==> src/rtl/ram_ctrl_pkg.sv <==
// ram_ctrl_pkg
// Shared types and default sizing for the RAM request controller.
// cmd_t is the command word held in the command FIFO; its field widths are
// the package widths, so the RAM word/address width is changed here and the
// controller parameters follow through their defaults.
package ram_ctrl_pkg;

    localparam int DATA_WIDTH_DEF = 8;
    localparam int ADDR_WIDTH_DEF = 4;
    localparam int CMD_DEPTH_DEF  = 4;
    localparam int RSP_DEPTH_DEF  = 4;

    typedef struct packed {
        logic                      write;
        logic [ADDR_WIDTH_DEF-1:0] addr;
        logic [DATA_WIDTH_DEF-1:0] wdata;
    } cmd_t;

    localparam int CMD_WIDTH = $bits(cmd_t);

    // Width of a counter that must hold the values 0..depth inclusive.
    function automatic int cnt_width(input int depth);
        return $clog2(depth + 1);
    endfunction

endpackage

==> src/rtl/ram_sync_fifo.sv <==
// ram_sync_fifo
// Single-clock FIFO with registered count and a combinational head output.
// Ports:
//   clk, rst        clock, asynchronous active-high reset
//   push, wdata     write side; a push while full is dropped
//   pop, rdata      read side; rdata shows the head entry, pop while empty is dropped
//   full, empty     status derived from the registered count
//   count           number of stored entries (0..DEPTH)
module ram_sync_fifo #(
    parameter  int WIDTH = 8,
    parameter  int DEPTH = 4,
    localparam int PTR_W = (DEPTH > 1) ? $clog2(DEPTH) : 1,
    localparam int CNT_W = $clog2(DEPTH + 1)
) (
    input  logic             clk,
    input  logic             rst,
    input  logic             push,
    input  logic [WIDTH-1:0] wdata,
    input  logic             pop,
    output logic [WIDTH-1:0] rdata,
    output logic             full,
    output logic             empty,
    output logic [CNT_W-1:0] count
);

    logic [WIDTH-1:0] mem_q [DEPTH];
    logic [WIDTH-1:0] mem_d [DEPTH];
    logic [PTR_W-1:0] wptr_q, wptr_d;
    logic [PTR_W-1:0] rptr_q, rptr_d;
    logic [CNT_W-1:0] count_q, count_d;
    logic             do_push;
    logic             do_pop;

    // Explicit wrap keeps non-power-of-two and single-entry depths correct.
    function automatic logic [PTR_W-1:0] ptr_inc(input logic [PTR_W-1:0] p);
        return (p == PTR_W'(DEPTH - 1)) ? '0 : p + 1'b1;
    endfunction

    assign full    = (count_q == CNT_W'(DEPTH));
    assign empty   = (count_q == '0);
    assign count   = count_q;
    assign rdata   = mem_q[rptr_q];
    assign do_push = push && !full;
    assign do_pop  = pop && !empty;

    always_comb begin
        mem_d   = mem_q;
        wptr_d  = wptr_q;
        rptr_d  = rptr_q;
        count_d = count_q;
        if (do_push) begin
            mem_d[wptr_q] = wdata;
            wptr_d        = ptr_inc(wptr_q);
        end
        if (do_pop) begin
            rptr_d = ptr_inc(rptr_q);
        end
        case ({do_push, do_pop})
            2'b10:   count_d = count_q + 1'b1;
            2'b01:   count_d = count_q - 1'b1;
            default: count_d = count_q;
        endcase
    end

    always_ff @(posedge clk or posedge rst) begin
        if (rst) begin
            wptr_q  <= '0;
            rptr_q  <= '0;
            count_q <= '0;
        end else begin
            wptr_q  <= wptr_d;
            rptr_q  <= rptr_d;
            count_q <= count_d;
        end
    end

    // Storage needs no reset: entries are only visible once counted in.
    always_ff @(posedge clk) begin
        mem_q <= mem_d;
    end

endmodule

==> src/rtl/ram_req_ctrl.sv <==
// ram_req_ctrl
// Request-side controller in front of a single-port synchronous RAM.
// Requests are queued in a command FIFO and issued strictly in order as
// one-cycle read_en/write_en strobes. Read data is captured two edges after
// the read strobe and returned through a response buffer. Reads are issued
// only against a credit, so the response buffer can never overflow.
// Ports:
//   clk, rst                          clock, asynchronous active-high reset
//   req_valid/req_ready               request handshake
//   req_write, req_addr, req_wdata    request payload
//   rsp_valid/rsp_ready, rsp_data     read response handshake, in request order
//   read_en, write_en                 registered RAM strobes, never both high
//   address_loc, data_inbit           registered RAM address / write data
//   data_outbit                       RAM read data
//   busy                              commands queued or a read in flight
module ram_req_ctrl
    import ram_ctrl_pkg::*;
#(
    parameter int DATA_WIDTH     = DATA_WIDTH_DEF,
    parameter int ADDR_BUS_WIDTH = ADDR_WIDTH_DEF,
    parameter int CMD_DEPTH      = CMD_DEPTH_DEF,
    parameter int RSP_DEPTH      = RSP_DEPTH_DEF
) (
    input  logic                      clk,
    input  logic                      rst,
    input  logic                      req_valid,
    output logic                      req_ready,
    input  logic                      req_write,
    input  logic [ADDR_BUS_WIDTH-1:0] req_addr,
    input  logic [DATA_WIDTH-1:0]     req_wdata,
    output logic                      rsp_valid,
    input  logic                      rsp_ready,
    output logic [DATA_WIDTH-1:0]     rsp_data,
    output logic                      read_en,
    output logic                      write_en,
    output logic [ADDR_BUS_WIDTH-1:0] address_loc,
    output logic [DATA_WIDTH-1:0]     data_inbit,
    input  logic [DATA_WIDTH-1:0]     data_outbit,
    output logic                      busy
);

    localparam int CMD_CNT_W = cnt_width(CMD_DEPTH);
    localparam int RSP_CNT_W = cnt_width(RSP_DEPTH);

    cmd_t                  req_cmd;
    cmd_t                  head_cmd;
    logic [CMD_WIDTH-1:0]  head_bits;
    logic                  cmd_push;
    logic                  cmd_pop;
    logic                  cmd_full;
    logic                  cmd_empty;
    logic [CMD_CNT_W-1:0]  cmd_count;

    logic                  rsp_pop;
    logic                  rsp_empty;
    logic [DATA_WIDTH-1:0] rsp_head;
    logic                  rsp_full;
    logic [RSP_CNT_W-1:0]  rsp_count;
    logic                  unused_rsp_status;

    logic                      issue;
    logic                      rd_issue;
    logic                      read_en_q, read_en_d;
    logic                      write_en_q, write_en_d;
    logic [ADDR_BUS_WIDTH-1:0] addr_q, addr_d;
    logic [DATA_WIDTH-1:0]     wdata_q, wdata_d;
    logic                      rd_cap_q, rd_cap_d;
    logic [RSP_CNT_W-1:0]      credits_q, credits_d;

    assign req_cmd  = '{write: req_write, addr: req_addr, wdata: req_wdata};
    assign req_ready = !cmd_full && !rst;
    assign cmd_push  = req_valid && req_ready;
    assign head_cmd  = head_bits;

    ram_sync_fifo #(
        .WIDTH (CMD_WIDTH),
        .DEPTH (CMD_DEPTH)
    ) u_cmd_fifo (
        .clk   (clk),
        .rst   (rst),
        .push  (cmd_push),
        .wdata (req_cmd),
        .pop   (cmd_pop),
        .rdata (head_bits),
        .full  (cmd_full),
        .empty (cmd_empty),
        .count (cmd_count)
    );

    // A read head without credit blocks everything behind it, writes included.
    assign issue    = !cmd_empty && (head_cmd.write || (credits_q != '0));
    assign rd_issue = issue && !head_cmd.write;
    assign cmd_pop  = issue;

    always_comb begin
        read_en_d  = rd_issue;
        write_en_d = issue && head_cmd.write;
        addr_d     = addr_q;
        wdata_d    = wdata_q;
        rd_cap_d   = read_en_q;
        credits_d  = credits_q;
        if (issue) begin
            addr_d = head_cmd.addr;
        end
        if (issue && head_cmd.write) begin
            wdata_d = head_cmd.wdata;
        end
        case ({rd_issue, rsp_pop})
            2'b10:   credits_d = credits_q - 1'b1;
            2'b01:   credits_d = credits_q + 1'b1;
            default: credits_d = credits_q;
        endcase
    end

    always_ff @(posedge clk or posedge rst) begin
        if (rst) begin
            read_en_q  <= 1'b0;
            write_en_q <= 1'b0;
            addr_q     <= '0;
            wdata_q    <= '0;
            rd_cap_q   <= 1'b0;
            credits_q  <= RSP_CNT_W'(RSP_DEPTH);
        end else begin
            read_en_q  <= read_en_d;
            write_en_q <= write_en_d;
            addr_q     <= addr_d;
            wdata_q    <= wdata_d;
            rd_cap_q   <= rd_cap_d;
            credits_q  <= credits_d;
        end
    end

    // rd_cap_q marks the one cycle in which the RAM presents the word for the
    // read strobed two edges earlier; data_outbit is sampled nowhere else.
    assign rsp_pop = rsp_valid && rsp_ready;

    ram_sync_fifo #(
        .WIDTH (DATA_WIDTH),
        .DEPTH (RSP_DEPTH)
    ) u_rsp_fifo (
        .clk   (clk),
        .rst   (rst),
        .push  (rd_cap_q),
        .wdata (data_outbit),
        .pop   (rsp_pop),
        .rdata (rsp_head),
        .full  (rsp_full),
        .empty (rsp_empty),
        .count (rsp_count)
    );

    // Credits already bound the buffer occupancy, so its status is not needed.
    assign unused_rsp_status = ^{rsp_full, rsp_count};

    assign rsp_valid   = !rsp_empty;
    assign rsp_data    = rsp_empty ? '0 : rsp_head;
    assign read_en     = read_en_q;
    assign write_en    = write_en_q;
    assign address_loc = addr_q;
    assign data_inbit  = wdata_q;
    assign busy        = (cmd_count != '0) || read_en_q || rd_cap_q;

endmodule

==> config.mk <==
export PLATFORM = sky130hd
export DESIGN_NAME = ram_req_ctrl
export DESIGN_NICKNAME = d
export VERILOG_FILES = /design/src/rtl/ram_ctrl_pkg.sv /design/src/rtl/ram_sync_fifo.sv /design/src/rtl/ram_req_ctrl.sv
export SDC_FILE = /design/constraint.sdc
export NUM_CORES = 1
export LEC_CHECK = 0
export CAP_MARGIN = 20
export CORE_MARGIN = 2
export CORE_UTILIZATION = 40
export CTS_BUF_LIST = sky130_fd_sc_hd__clkbuf_2 sky130_fd_sc_hd__clkbuf_4 sky130_fd_sc_hd__clkbuf_8
export DETAILED_ROUTE_END_ITERATION = 10
export MAX_ROUTING_LAYER = met4
export PLACE_DENSITY_LB_ADDON = 0.1
export SKIP_CTS_REPAIR_TIMING = 1
export SKIP_LAST_GASP = 1
export SLEW_MARGIN = 20
export SYNTH_ARGS = -nofsm -noshare
export SYNTH_HDL_FRONTEND = slang
export SYNTH_SLANG_ARGS = --single-unit
==> constraint.sdc <==
create_clock -name clk -period 2.3 [get_ports clk]
set_clock_uncertainty 0.15 [all_clocks]
set_input_delay 0.46 -clock clk [delete_from_list [all_inputs] [get_ports clk]]
set_output_delay 0.46 -clock clk [all_outputs]
set_load 0.01 [all_outputs]
==> results.toml, run 1 <==
[sta]
relSlewSlack_pct = 68.9
slew_violations = 0
fin_crit_sh_pct = 106
finalSetupViolCount = 11
finalHoldViolations = 0
tightest_slew_ns = 0.466
rsz0062_at_grt = "yes"
finalWorstSetupSlack_ns = -0.127
fin_setup_tns_ns = -0.727
max_freq_mhz = 412
layout_min_cycle_time_ns = 2.43

[hold_path]
hold_path_depth = 0
min-delay-start = "read_en$_DFF_PP0_"
hold-path-endpoint = "rd_cap_q$_DFF_PP0_"
hp-class = "register to register"

[flow_run]
maxCapViolCount = 0

[clock_network]
cts_tree = "yes"
path_clk_slew_ns = 0.07
cts.sinks = 116
h-tree-depth = 4
clock_path_buffers = 2
cts_root_buffer = "clkbuf_8"
numCtsBuffers = 17
clk_latency_ns = 0.42

[setup_path]
startpoint_type = "register"
cp_top_family = "multiplexers"
cp-end-kind = "primary output"
arrival_ns = 1.82
path_max_fanout = 5
r2r_setup_slack_ns = -0.10
crit_type = "register to primary output"
path_cells = "buf_6, buf_4, mux4_2, and2_1, dlymetal6s2s_1"
cp_slowest_stage_delay_ns = 0.47
reg2reg_to = "credits_q[1]$_DFFE_PP0P_"
cp_num_buf_inv = 3
worst-r2r-cell-count = 6
cp.required_ns = 1.69
r2r-start = "u_cmd_fifo.rptr_q[0]$_DFFE_PP0P_"
cp_slowest_cell = "mux4_2"

[logic_synthesis]
netlist.area_leader.share_pct = 53.9
yosysSeqAreaShare_pct = 71.0
ys_top_cells_by_count = "edfxtp_1 (84), dfrtp_1 (31), mux2_2 (21), mux4_2 (21), inv_1 (19)"
yosys.area.top_type = "edfxtp_1"
ys.flop_type = "edfxtp_1"
syn_avg_cell_area_sq_um = 19.0
syn_inst = 246
synth.distinct_cells = 23
syn-cell-area_sq_um = 4680
ys_async_sr_fraction_pct = 27.6
ys_ff_latch = 116
post-synth-top-count-cell = "edfxtp_1"
ys_warn_count = 0
synth_edf_count = 84
syn_nets = 287
synth_top_cells_by_area = "edfxtp_1 (54%), dfrtp_1 (17%), mux4_2 (10%), mux2_2 (5.1%), ha_1 (3.5%)"

[route]
wirelength_mm = 7.83
via_per_inst = 4.77
antenna_left = 0
first_iter_violations = 72
post_drt_wl_per_cell_microns = 15.8
dr_total_vias = 2372
first_pass_iters = 4
drc = 0

[grt]
grt-ovfl-total = 0
track_usage_pct = 14.6
grt_max_degree = 33
grt_pass1_vias = 2596
grt_first_pass_wirelength_mm = 13.3
antenna_found_initial = 0

[layout]
layout.nets = 382
antenna_cells = 0
fin_cells = 497
area_growth_syn_to_layout_pct = 29.1
post-route-util_pct = 52.9
fill_cells = 947
drive_above_1_share_pct = 34.2
finalInstanceArea_sq_um = 6040

[pwr]
switching_share_pct = 29.8
comb_power_share_pct = 39.2
p_leak_nw = 2.32
p_seq_share_pct = 38.7
intPower_w = 0.00565
vdd_drop_max_v = 0.000534
power.density_nw_per_um2 = 1330
p_switching_w = 0.00240
clockPowerShare_pct = 22.1

[place]
place_area_sq_um = 5560
dp_cells = 459
port_buffers = 49
dp_hpwl_mm = 5.11
gp_congestion = 0.756

[floorplanning]
pin_count = 50
coreArea_sq_um = 11400
fp.dieW_microns = 112
fp.dieH_microns = 112
dieArea_sq_um = 12600
start_util_pct = 41.0
rows = 39

[status]
status = "finished with violations"
failed_checks = "negative setup slack"
==> kinds of logic after synthesis <==
logic type / Yosys count / share of synthesized area, %
XOR/XNOR: 9 / 1.68
flip-flops: 116 / 71.0
buffers and inverters: 25 / 2.19
adder cells (fa/ha/maj): 16 / 4.76
AO/OA/AOI/OAI: 4 / 0.989
AND/OR/NAND/NOR: 32 / 3.74
multiplexers: 44 / 15.6
==> layer usage <==
layer / vias up / share of wire (%) / global-route usage (%)
met4: 0 / 1.6 / 6.10
met3: 14 / 4.4 / 4.70
met5: - / 0 / -
met1: 1195 / 43 / 16.8
met2: 44 / 51 / 23.7
li1: 1119 / - / -
==> power groups by stage <==
stage	clock [W]	sequential, W	combinational (W)
6_report	0.00178	0.00311	0.00316
3_3_place_gp	0	0.00315	0.00301
4_1_cts	0.00183	0.00312	0.00308
5_1_grt	0.00194	0.00319	0.00349
2_1_floorplan	0	0.00315	0.00184
3_5_place_dp	0	0.00316	0.00306
==> cell usage in the layout (no fill, tap or decap), drive strengths merged, types with 2 or more instances in the layout <==
cell type / instances
buf: 38
mux2i: 2
mux2: 21
xnor2: 3
clkbuf: 18
mux4: 21
edfxtp: 84
nor2: 8
clkinv: 7
bufinv: 2
clkinvlp: 3
and2: 17
ha: 13
dlymetal6s2s: 6
dfrtp: 31
fa: 3
xor2: 6
inv: 21
or3: 4
nor3: 2
clkdlybuf4s50: 38
==> state kept, by name, indices dropped and copies added, names as in the netlist <==
signal and cells:
address_loc 4, credits_q 3, data_inbit 8, rd_cap_q 1, read_en 1, u_cmd_fifo.count 3
u_cmd_fifo.mem_q 52, u_cmd_fifo.rptr_q 2, u_cmd_fifo.wptr_q 2, u_rsp_fifo.count 3, u_rsp_fifo.mem_q 32, u_rsp_fifo.rptr_q 2
u_rsp_fifo.wptr_q 2, write_en 1
==> worst max-delay path by stage <==
stage                                      from                       end  cells past startpoint
6_report       u_rsp_fifo.rptr_q[0]$_DFFE_PP0P_               rsp_data[0]                      5
5_1_grt        u_rsp_fifo.rptr_q[0]$_DFFE_PP0P_               rsp_data[0]                      5
3_5_place_dp   u_cmd_fifo.rptr_q[0]$_DFFE_PP0P_  credits_q[1]$_DFFE_PP0P_                      6
3_3_place_gp   u_cmd_fifo.rptr_q[0]$_DFFE_PP0P_  credits_q[1]$_DFFE_PP0P_                      6
4_1_cts        u_rsp_fifo.rptr_q[0]$_DFFE_PP0P_               rsp_data[0]                      4
2_1_floorplan  u_cmd_fifo.rptr_q[0]$_DFFE_PP0P_  credits_q[1]$_DFFE_PP0P_                      7
==> cell type report <==
cell class	instances	area [sq um]	area share (%)
Clock buffer	18	241	4.00
Clock inverter	14	136	2.26
Inverter	19	71.3	1.18
Multi-Input combinational cell	105	1280	21.3
Sequential cell	116	3320	55.0
Tap cell	143	179	2.96
Timing Repair Buffer	82	805	13.3
==> through the flow <==
| step | hold WS [ns] | setup slack [ns] | power [W] |
|---|---|---|---|
| after global placement | 0.246 | -0.0977 | 0.00616 |
| after global routing | 0.280 | -0.246 | 0.00862 |
| after CTS | 0.269 | -0.425 | 0.00803 |
| final | 0.259 | -0.127 | 0.00805 |
| after floorplan | 0.279 | -0.250 | 0.00499 |
| after detailed placement | 0.253 | -0.124 | 0.00622 |
Note: power is estimated with default switching activity, not from simulation.
==> run 2, diff against run 1 <==
CAP_MARGIN = not set   (was 20)
==> results of run 2 <==
No change in the layout: final DEF, timing and power equal those of run 1.
==> run 3, diff against run 2 <==
CORE_MARGIN = 8   (was 2)
REMOVE_ABC_BUFFERS = 1   (was not set)
TNS_END_PERCENT = 5   (was not set)
==> results.toml, run 3 (same netlist as run 1, synthesis figures left out) <==
[clock_network]
clock_path_buffers = 2
path_clk_slew_ns = 0.07
cts.sinks = 116
numCtsBuffers = 17
clk_latency_ns = 0.42
cts_root_buffer = "clkbuf_8"
h-tree-depth = 4
cts_tree = "yes"

[setup_path]
crit_type = "register to register"
path_max_fanout = 3
path_cells = "mux4_2, or3_4, ha_1, inv_1, fa_1, mux2_2"
cp_slowest_stage_delay_ns = 0.56
cp-end-kind = "register"
startpoint_type = "register"
cp_slowest_cell = "mux4_2"
arrival_ns = 2.63
cp.required_ns = 2.45

[layout]
area_growth_syn_to_layout_pct = 28.7
antenna_cells = 0
multi_input_area_sq_um = 1260
regMostFlops = "u_cmd_fifo.mem_q"
largest_reg_flops = 52
seqCellArea_sq_um = 3320
final_common_cell = "edfxtp_1"
fin_cells = 488
layout_common_cells = "edfxtp_1 (84), clkdlybuf4s50_1 (39), dfrtp_1 (31)"
layout.nets = 374
post-route-util_pct = 52.8
fill_cells = 963
drive_above_1_share_pct = 28.7

[status]
status = "finished with violations"
failed_checks = "negative setup slack"

[pwr]
p_seq_share_pct = 38.3
power.density_nw_per_um2 = 1350
p_switching_w = 0.00235
clockPowerShare_pct = 24.5
comb_power_share_pct = 37.2
p_leak_nw = 2.32
intPower_w = 0.00579
switching_share_pct = 28.9
vdd_drop_max_v = 0.000512

[sta]
slew_violations = 0
relSlewSlack_pct = 70.2
fin_crit_sh_pct = 108
holdWs_ns = 0.267
finalSetupViolCount = 9
layout_min_cycle_time_ns = 2.47
tightest_slew_ns = 0.447
finalHoldViolations = 0
max_freq_mhz = 404
finalWorstSetupSlack_ns = -0.174
rsz0062_at_grt = "yes"

[place]
dp_cells = 453
port_buffers = 49
dp_hpwl_mm = 5.29
gp_congestion = 0.658

[hold_path]
hp-class = "register to register"

[floorplanning]
coreArea_sq_um = 11400
rows = 39
dieArea_sq_um = 15400
fp.dieW_microns = 124
pin_count = 50
fp.dieH_microns = 124
start_util_pct = 41.0

[grt]
grt_pass1_vias = 2601
antenna_found_initial = 0
grt_first_pass_wirelength_mm = 13.5
grt_max_degree = 33
track_usage_pct = 12.4
grt-ovfl-total = 0

[route]
dr_total_vias = 2354
antenna_left = 0
drc = 0
wirelength_mm = 8.43
post_drt_wl_per_cell_microns = 17.3
via_per_inst = 4.82
first_iter_violations = 135
first_pass_iters = 5

[flow_run]
maxCapViolCount = 0
[run 3: cell types whose count changed in the layout (fill, tap and decap cells not counted), moves of 3 or more]
cell	delta
buf_4	-4
dlymetal6s2s_1	+4
buf_2	-3
buf_6	-8
[run 3: worst max-delay path: cells and delay by family (launching register included)]
family | cells | cell delay, ns
fa+ha+maj | 2 | 0.61
flops | 1 | 0.37
mux | 2 | 0.82
simple gates | 1 | 0.35
buf+inv | 1 | 0.07
[run 3: area by class of cell]
class | instances | share of cell area (%)
Timing Repair Buffer | 74 | 12.8
Clock inverter | 11 | 2.66
Multi-Input combinational cell | 105 | 20.9
Inverter | 19 | 1.18
Tap cell | 143 | 2.97
Clock buffer | 20 | 4.36
Sequential cell | 116 | 55.2
[run 3: final timing paths]
check	startpoint	to	slack (ns)	cells past startpoint
min in group asynchronous	rst	data_inbit[4]$_DFFE_PP0P_	0.35	3
max in group asynchronous	rst	credits_q[2]$_DFFE_PP1P_	1.30	3
worst min-delay path	read_en$_DFF_PP0_	rd_cap_q$_DFF_PP0_	0.27	0
worst max register to register	u_cmd_fifo.rptr_q[0]$_DFFE_PP0P_	credits_q[1]$_DFFE_PP0P_	-0.17	6
worst max-delay path	u_cmd_fifo.rptr_q[0]$_DFFE_PP0P_	credits_q[1]$_DFFE_PP0P_	-0.17	6
worst min register to register	read_en$_DFF_PP0_	rd_cap_q$_DFF_PP0_	0.27	0
[run 3: power by group through the flow]
stage	sequential, W	clock, W	combinational (W)
after global routing	0.00319	0.00212	0.00335
after floorplan	0.00327	0	0.00165
after global placement	0.00316	0	0.00302
after detailed placement	0.00317	0	0.00306
after CTS	0.00313	0.00204	0.00308
final	0.00312	0.00199	0.00303
[run 3: routing by layer]
layer  part of all wire, %  track usage (%)
met4                   1.2             4.68
met5                     0                -
met1                    44             14.3
met2                    50             19.8
met3                   5.1             4.08
[run 3: through the flow]
step                      total power (W)  setup TNS (ns)  setup slack (ns)  area (sq um)
after global placement            0.00618          -0.412            -0.152          5540
after CTS                         0.00825           -4.21            -0.432          5960
after detailed placement          0.00623          -0.446            -0.179          5540
after global routing              0.00866           -2.57            -0.277          6020
after floorplan                   0.00492           -3.84            -0.664          4650
final                             0.00814           -1.03            -0.174          6020
==> RTL edit (config.mk and constraints of run 2) <==
`addr_q` and `wdata_q` no longer have a reset.
--- a/src/rtl/ram_req_ctrl.sv
+++ b/src/rtl/ram_req_ctrl.sv
@@ -117,6 +117,4 @@
             read_en_q  <= 1'b0;
             write_en_q <= 1'b0;
-            addr_q     <= '0;
-            wdata_q    <= '0;
             rd_cap_q   <= 1'b0;
             credits_q  <= RSP_CNT_W'(RSP_DEPTH);
@@ -124,9 +122,12 @@
             read_en_q  <= read_en_d;
             write_en_q <= write_en_d;
-            addr_q     <= addr_d;
-            wdata_q    <= wdata_d;
             rd_cap_q   <= rd_cap_d;
             credits_q  <= credits_d;
         end
+    end
+
+    always_ff @(posedge clk) begin
+        addr_q  <= addr_d;
+        wdata_q <= wdata_d;
     end
 
Formal check against the unedited RTL: differs if rst is asserted again (counterexample within 4 cycles, from zero or initial values and one cycle with rst high); with rst held inactive, the same outputs for 10 cycles.
==> RTL edit against run 2 <==
The flow still finishes with violations (setup timing). Final area fell by 0.21%. Fmax fell by 0.47%. Area after synthesis fell by 0.32%. Synthesized cell count fell by 2.8%. Die area fell by 0.31%. Wire length rose by 1.2%. Setup slack got worse by 0.011 ns. Total power barely moved. Global-route usage rose by 0.27 points. Final cell count fell by 1.8%. Sequential cell count did not move. Critical path type unchanged. Critical endpoint is now rsp_data[1].
==> RTL edit: results (changes against run 2) <==
status complete, but fails checks; failing checks setup timing; DRT iter0 DRCs 85 (+18%); gate count after technology mapping 239 (-2.8%); clk buf depth 2 (unchanged); largest net degree at the start of global routing 21 (-36%); cell depth of the worst hold path 0 (unchanged); Layout Nets 373 (-2.4%); asr flop ratio synth 0.1724 (-0.1034); Setup Viol. Count Final 8 (-3); P_int 0.005683 W (+0.60%); detailed-route via count 2,358 (-0.59%); Reg2Reg Launch Point u_cmd_fifo.mem_q[12]; setup slack, reg-to-reg 0 ns (+0.10 ns); hold endpoint rd_cap_q; clock-net power 0.00187 W (+5%); Logic pwr share 0.372 (-0.020); worst hold path class reg -> reg; antenna cell count 0 (unchanged); Syn Nets 280 (-2.4%); clk slew on worst S/H paths 0.07 ns (about the same); Worst-Margin Slew 0.4437 ns (-0.02270 ns); clk_lat worst skew 0.43 ns; Seq/Total Area, Yosys 0.7256 (+0.01516); port buffer count 49 (unchanged); initial antenna violation count 0 (unchanged); Hold WS 0.2580 ns (-0.001006 ns); ys flop type edfxtp_1; top fanout value on the critical path 5 (unchanged); vias per inst 4.832 (+1.2%); Leakage 2.256 nW (-2.7%); Critical Path Slowest Stage Cell mux4_2; Synth Warn # 0 (unchanged); crit path capture rsp_data[1]; Synth top cells by count edfxtp_1 (96), dfrtp_1 (19), inv_1 (18), and2_1 (16), mux4_2 (16); pre-CTS WS -0.08075 ns (+0.04323 ns); Clock Root Buffer clkbuf_8; DP HPWL 4988 µm (-2.3%); H-tree depth 4 (unchanged); r2r worst-path depth 7 (+1); placed instance area 5557 µm² (-0.11%); placed cells 451 (-1.7%); Biggest register u_cmd_fifo.mem_q; TritonCTS buffer count 17 (unchanged); Post-synth EDFFs 96 (+14%); fraction of layout instances using a drive strength above 1 0.3130 (-0.02876); CP max stage delay 0.49 ns (+0.02 ns); top post-synthesis cells by area edfxtp_1 (62%), dfrtp_1 (10%), mux4_2 (7.7%); Clock power frac 0.233 (+0.012); first-pass GRT wire length 13,100 µm (-1.2%); VDD IR max 667.3 µV (+25%); GR Util All Layers 0.1485 (+0.002677); routability cong. 0.7309 (-3.3%); reg2reg end credits_q[1]; DR WL/cell 16.24 µm (+3.1%); setup TNS -0.6493 ns (+0.07746 ns); final setup margin -0.1383 ns (-0.01149 ns); Cell variety after synth 26 (+13%); number of global-route vias before repair 2,600 (+0.15%)
## RTL edit: logic make-up after synthesis
kind of cell / count (synthesis) / synth area share
AND/OR/NAND/NOR: 34 / 0.04050
adder cells (fa/ha/maj): 16 / 0.04775
multiplexers: 35 / 0.1398
AO/OA/AOI/OAI: 4 / 0.006976
buffers and inverters: 25 / 0.02253
XOR/XNOR: 9 / 0.01690
flip-flops: 116 / 0.7256
## RTL edit: cell type report
type	count	area, µm²
clock buffer	17	234.0
clock inverter	15	165.2
multi-input combinational	98	1212
timing repair buffer	81	785.8
fill	987	5389
sequential	116	3386
inverter	18	67.56
tap	143	178.9
## RTL edit: per-layer routing
metal | routed length [µm] | share of wire | GRT usage
met1 | 3254 | 0.41 | 0.1646
met2 | 4224 | 0.53 | 0.2376
met3 | 281 | 0.035 | 0.04518
met4 | 166 | 0.021 | 0.08780
met5 | 0 | 0 | -
